[src/rtl/wasm_run_ctrl.sv]
// Run-control sequencer for the WASM core: streams a program into instruction BRAM, releases the core, and reports the result.
// Optional run watchdog is enabled by defining WASM_RUN_WATCHDOG_EN.
module wasm_run_ctrl #(
  parameter int ADDR_W  = 10,
  parameter int DATA_W  = 8,
  parameter int CNT_W   = 32,
  parameter int TIMEOUT = 1000
) (
  input  logic              clk,
  input  logic              rst_n,
  input  logic              i_start,
  input  logic              i_abort,
  input  logic              i_load_valid,
  output logic              o_load_ready,
  input  logic [DATA_W-1:0] i_load_data,
  input  logic              i_load_last,
  output logic              o_bram_we,
  output logic [ADDR_W-1:0] o_bram_waddr,
  output logic [DATA_W-1:0] o_bram_wdata,
  output logic              o_core_rst_n,
  input  logic              i_core_finish,
  input  logic              i_core_error,
  input  logic              i_core_stkfull,
  output logic              o_busy,
  output logic              o_done,
  output logic [2:0]        o_status,
  output logic [ADDR_W:0]   o_prog_len,
  output logic [CNT_W-1:0]  o_cycle_cnt
);

  typedef enum logic [2:0] {
    S_IDLE,
    S_LOAD,
    S_START,
    S_RUN,
    S_DONE
  } state_t;

  typedef enum logic [2:0] {
    ST_NONE       = 3'd0,
    ST_OK         = 3'd1,
    ST_INSTR_ERR  = 3'd2,
    ST_STACK_FULL = 3'd3,
    ST_TIMEOUT    = 3'd4,
    ST_LOAD_OVF   = 3'd5,
    ST_ABORT      = 3'd6
  } status_t;

`ifdef WASM_RUN_WATCHDOG_EN
  localparam bit WD_EN = 1'b1;
`else
  localparam bit WD_EN = 1'b0;
`endif

  localparam logic [CNT_W-1:0] WD_LAST = CNT_W'(TIMEOUT - 1);

  state_t            state;
  status_t           status;
  logic [ADDR_W-1:0] addr;
  logic [ADDR_W:0]   prog_len;
  logic [CNT_W-1:0]  cycle_cnt;
  logic              core_rst_n;
  logic              handshake;
  logic              wd_fire;

  // Abort suppresses the handshake so an aborted cycle never writes BRAM.
  assign o_load_ready = (state == S_LOAD);
  assign handshake    = o_load_ready & i_load_valid & ~i_abort;
  assign wd_fire      = WD_EN && (cycle_cnt == WD_LAST);

  assign o_bram_we    = handshake;
  assign o_bram_waddr = addr;
  assign o_bram_wdata = i_load_data;

  assign o_core_rst_n = core_rst_n;
  assign o_busy       = (state == S_LOAD) || (state == S_START) || (state == S_RUN);
  assign o_done       = (state == S_DONE);
  assign o_status     = status;
  assign o_prog_len   = prog_len;
  assign o_cycle_cnt  = cycle_cnt;

  always_ff @(posedge clk or negedge rst_n) begin
    if (!rst_n) begin
      state      <= S_IDLE;
      status     <= ST_NONE;
      addr       <= '0;
      prog_len   <= '0;
      cycle_cnt  <= '0;
      core_rst_n <= 1'b0;
    end else begin
      case (state)
        S_IDLE, S_DONE: begin
          if (i_start) begin
            state     <= S_LOAD;
            status    <= ST_NONE;
            addr      <= '0;
            prog_len  <= '0;
            cycle_cnt <= '0;
          end
        end

        S_LOAD: begin
          if (i_abort) begin
            state  <= S_DONE;
            status <= ST_ABORT;
          end else if (handshake) begin
            addr     <= addr + 1'b1;
            prog_len <= prog_len + 1'b1;
            if (i_load_last) begin
              state <= S_START;
            end else if (addr == '1) begin
              state  <= S_DONE;
              status <= ST_LOAD_OVF;
            end
          end
        end

        S_START: begin
          if (i_abort) begin
            state  <= S_DONE;
            status <= ST_ABORT;
          end else begin
            state      <= S_RUN;
            core_rst_n <= 1'b1;
          end
        end

        S_RUN: begin
          if (i_abort) begin
            state      <= S_DONE;
            status     <= ST_ABORT;
            core_rst_n <= 1'b0;
          end else if (i_core_error) begin
            state      <= S_DONE;
            status     <= ST_INSTR_ERR;
            core_rst_n <= 1'b0;
          end else if (i_core_stkfull) begin
            state      <= S_DONE;
            status     <= ST_STACK_FULL;
            core_rst_n <= 1'b0;
          end else if (i_core_finish) begin
            state      <= S_DONE;
            status     <= ST_OK;
            core_rst_n <= 1'b0;
          end else if (wd_fire) begin
            state      <= S_DONE;
            status     <= ST_TIMEOUT;
            core_rst_n <= 1'b0;
          end else if (cycle_cnt != '1) begin
            cycle_cnt <= cycle_cnt + 1'b1;
          end
        end

        default: begin
          state      <= S_IDLE;
          core_rst_n <= 1'b0;
        end
      endcase
    end
  end

endmodule

[config.mk]
export PLATFORM = sky130hd
export DESIGN_NAME = wasm_run_ctrl
export DESIGN_NICKNAME = d
export VERILOG_FILES = /design/src/rtl/wasm_run_ctrl.sv
export SDC_FILE = /design/constraint.sdc
export NUM_CORES = 1
export LEC_CHECK = 0
export CORE_MARGIN = 2
export CORE_UTILIZATION = 54
export DETAILED_ROUTE_END_ITERATION = 8
export GPL_ROUTABILITY_DRIVEN = 0
export GPL_TIMING_DRIVEN = 0
export PLACE_DENSITY = 0.92
export RECOVER_POWER = 25
export SKIP_CTS_REPAIR_TIMING = 1
export SKIP_LAST_GASP = 1
export SYNTH_ARGS = -nofsm -noshare
export SYNTH_HDL_FRONTEND = slang
export SYNTH_SLANG_ARGS = --single-unit
[constraint.sdc]
create_clock -name clk -period 5.16 [get_ports clk]
set_input_delay 0.516 -clock clk [delete_from_list [all_inputs] [get_ports clk]]
set_output_delay 0.516 -clock clk [all_outputs]
set_load 0.03 [all_outputs]
==> flow_summary_export.csv <==
group,metric,value,unit
status,outcome,"complete, but fails checks",
status,violations,"max-capacitance violations, max-slew violations",
critical_path,reg2reg_to,"o_cycle_cnt[25]",
global_route,grt_max_degree,32,
timing,max_freq,343,MHz
global_route,grt_pass1_vias,3471,
clock_tree,cts_sinks,60,
worst_hold_path,hold_path_class,"reg -> reg",
placement,dpl.hpwl,7010,um
yosys,yosys_warnings,0,
critical_path,crit_type,"in -> out",
timing,hold_viol_final,0,
clock_tree,clock_insertion_delay_worst_skew,0.34,ns
critical_path,cp-end-kind,"output port",
critical_path,rrSetupSlack,2.92,ns
yosys,ys_async_sr_fraction,100,%
critical_path,arrival,2.40,ns
floorplan,core_area,6310,um2
critical_path,cp_slowest_cell,"clkdlybuf4s50_1",
critical_path,crit_start,"i_abort",
critical_path,cp_data_required_time,4.64,ns
final_layout,fin_nets,500,
yosys,synth-seq-cells,60,
clock_tree,cts_tree,"done",
critical_path,critical-path-max-stage-delay,0.70,ns
clock_tree,clockBufferDepth,2,
critical_path,critPathLaunchType,"input pin",
global_route,track_usage,28.1,%
global_route,antenna_found_initial,0,
yosys,synth_ff_type,"dfrtp_1",
job,cap_violations,2,
placement,io_buffer_count,77,
timing,finalSetupTns,0,ns
final_layout,layout-drive-gt1-share,10.1,%
timing,min_period,2.91,ns
critical_path,worstPathMaxFanout,10,
detailed_routing,drt_iter0_drc,306,
yosys,syn_area_per_cell,9.01,um2
timing,tightest_slew,1.71,ns
timing,holdWs,0.497,ns
detailed_routing,vias,3658,
detailed_routing,drc_errors,0,
timing,report.final.slew_viol_count,63,
final_layout,area_growth,29.9,%
critical_path,r2r_start,"o_cycle_cnt[2]",
clock_tree,clkTransAtPathRegs,0.06,ns
floorplan,dieHeight,84.8,um
detailed_routing,routed_wl,10100,um
critical_path,path_cells,"clkdlybuf4s50_1 > buf_2 > nor2_1 > nand3_1 > clkinv_1 > clkdlybuf4s50_1",
power_and_ir_drop,p_leak,1.88,nW
power_and_ir_drop,powerDensity,326,nW/um2
detailed_routing,viasPerCell,6.52,
yosys,synth_fp_nets,411,
yosys,syn_area,3520,um2
global_route,grt.overflow.total,0,
critical_path,reg2reg_depth,6,
timing,finalSetupViolations,0,
worst_hold_path,hp-start,"o_status[0]",
critical_path,path_buf_inv,4,
timing,slew_headroom,-14.1,%
final_layout,antenna_cells,0,
yosys,synth_top_area_share,42.6,%
timing,clock_skew,0.00472,ns
floorplan,die_area,7180,um2
clock_tree,cts_root_buf,"clkbuf_8",
timing,rsz0062_at_grt,"no",
floorplan,die_x,84.8,um
clock_tree,numCtsBuffers,9,
detailed_routing,ant_nets,0,
power_and_ir_drop,irDropWorstVdd,0.260,mV
timing,fin_crit_sh,56.5,%
yosys,ys_types,61,
detailed_routing,wl_per_cell,18.0,um
critical_path,crit_cells,6,
yosys,synth_top_cell_by_area,"dfrtp_1",
clock_tree,htree_levels,3,
critical_path,cpMostUsedCell,"clkdlybuf4s50_1",
yosys,synth-edff-count,0,
critical_path,crit_family,"buffers and inverters",
detailed_routing,dr.pass1.iters,5,
floorplan,boundaryPins,86,
floorplan,start_util,55.8,%
global_route,grt_pass1_wl,16200,um
critical_path,endpoint,"o_bram_we",
floorplan,rows,29,
yosys,yosysSeqAreaShare,42.6,%
yosys,synth_area_leaders,"dfrtp_1, o31ai_1, o21ai_0",
yosys,syn_inst,391,
==> synthesized netlist by cell type, types with 2 or more instances <==
master	instances
dfrtp_1	60
nor2_1	34
nand2_1	32
o31ai_1	31
o21ai_0	28
nand3_1	18
a21oi_1	17
nand4_1	17
and3_1	11
buf_4	10
clkbuf_1	10
inv_1	10
a31oi_1	9
nor3_1	8
buf_2	7
xor2_1	7
o41ai_1	6
o21ai_1	5
or3_1	5
and2_1	4
nand2b_1	4
a41oi_1	3
ha_1	3
mux2_1	3
nand3_2	3
nor4_1	3
o21a_1	3
a211oi_1	2
a221o_1	2
a22o_1	2
buf_6	2
nor2b_1	2
o311ai_1	2
==> layout make-up <==
| type | instances | area [um2] |
|---|---|---|
| Buffer | 29 | 170 |
| Clock buffer | 14 | 183 |
| Clock inverter | 1 | 5.00 |
| Fill cell | 470 | 1740 |
| Inverter | 11 | 41.3 |
| Multi-Input combinational cell | 291 | 1810 |
| Sequential cell | 60 | 1500 |
| Tap cell | 77 | 96.3 |
| Timing Repair Buffer | 78 | 768 |
==> logic make-up after synthesis <==
| kind of cell | synth area share, % |
|---|---|
| flip-flops | 42.6 |
| adder cells (fa/ha/maj) | 1.07 |
| multiplexers | 1.24 |
| AO/OA/AOI/OAI | 22.9 |
| AND/OR/NAND/NOR | 24.2 |
| buffers and inverters | 6.00 |
| XOR/XNOR | 1.99 |
==> layout by cell type (no fill, tap or decap), types with 3 or more instances in the layout <==
cell type | Yosys | routed
nor4_1 | 3 | 3
clkdlybuf4s50_1 | 0 | 76
dfrtp_1 | 60 | 60
and2_1 | 4 | 4
clkbuf_1 | 10 | 13
clkbuf_8 | 0 | 13
or3_1 | 5 | 5
nor2_1 | 34 | 34
nand2_1 | 32 | 32
buf_2 | 7 | 7
xor2_1 | 7 | 7
o41ai_1 | 6 | 6
inv_1 | 10 | 10
o31ai_1 | 31 | 31
and3_1 | 11 | 11
nor3_1 | 8 | 8
nand4_1 | 17 | 17
ha_1 | 3 | 3
nand3_2 | 3 | 3
mux2_1 | 3 | 3
a21oi_1 | 17 | 17
o21ai_0 | 28 | 28
a31oi_1 | 9 | 9
nand3_1 | 18 | 18
o21ai_1 | 5 | 5
a41oi_1 | 3 | 3
o21a_1 | 3 | 3
buf_4 | 10 | 10
nand2b_1 | 4 | 4
==> worst min-delay path by stage <==
stage	to	cells past startpoint	slack [ns]
after floorplan	o_bram_waddr[0]	0	0.22
after global routing	o_status[0]	1	0.52
after global placement	o_status[1]	1	0.48
after CTS	o_prog_len[8]	1	0.24
final	o_status[0]	1	0.50
after detailed placement	o_status[0]	1	0.49
==> state kept, by name (all words and copies together), names as in the netlist <==
register      count
o_prog_len       11
o_bram_waddr     10
o_core_rst_n      1
o_status          3
o_cycle_cnt      32
state             3
==> power breakdown <==
part / leakage (nW) / internal, mW / total (mW) / switching [mW]
clock network: 0.0986 / 0.224 / 0.409 / 0.185
registers: 0.828 / 0.511 / 0.544 / 0.0328
logic: 0.954 / 0.197 / 0.539 / 0.342
total: 1.88 / 0.932 / 1.49 / 0.560
==> metal layers <==
layer | track usage, % | vias up | part of all wire (%)
met3 | 4.62 | 23 | 7.4
met1 | 35.8 | 1781 | 41
met5 | 0 | - | 0
li1 | - | 1650 | -
met4 | 15.0 | 0 | 2.1
met2 | 45.9 | 204 | 49
==> metrics by stage <==
step | power [mW] | area [um2] | util (%) | setup WS (ns) | std cells
finish | 1.49 | 4570 | 72.5 | 2.25 | 561
floorplan | 0.892 | 3520 | - | 3.06 | 391
global placement | 1.06 | 4390 | 69.5 | 1.68 | 545
CTS | 1.49 | 4590 | 72.7 | 2.25 | 561
detailed placement | 1.08 | 4400 | 69.8 | 2.24 | 546
global route | 1.55 | 4570 | 72.5 | 1.70 | 561
Note: power is estimated with default switching activity, not from simulation.
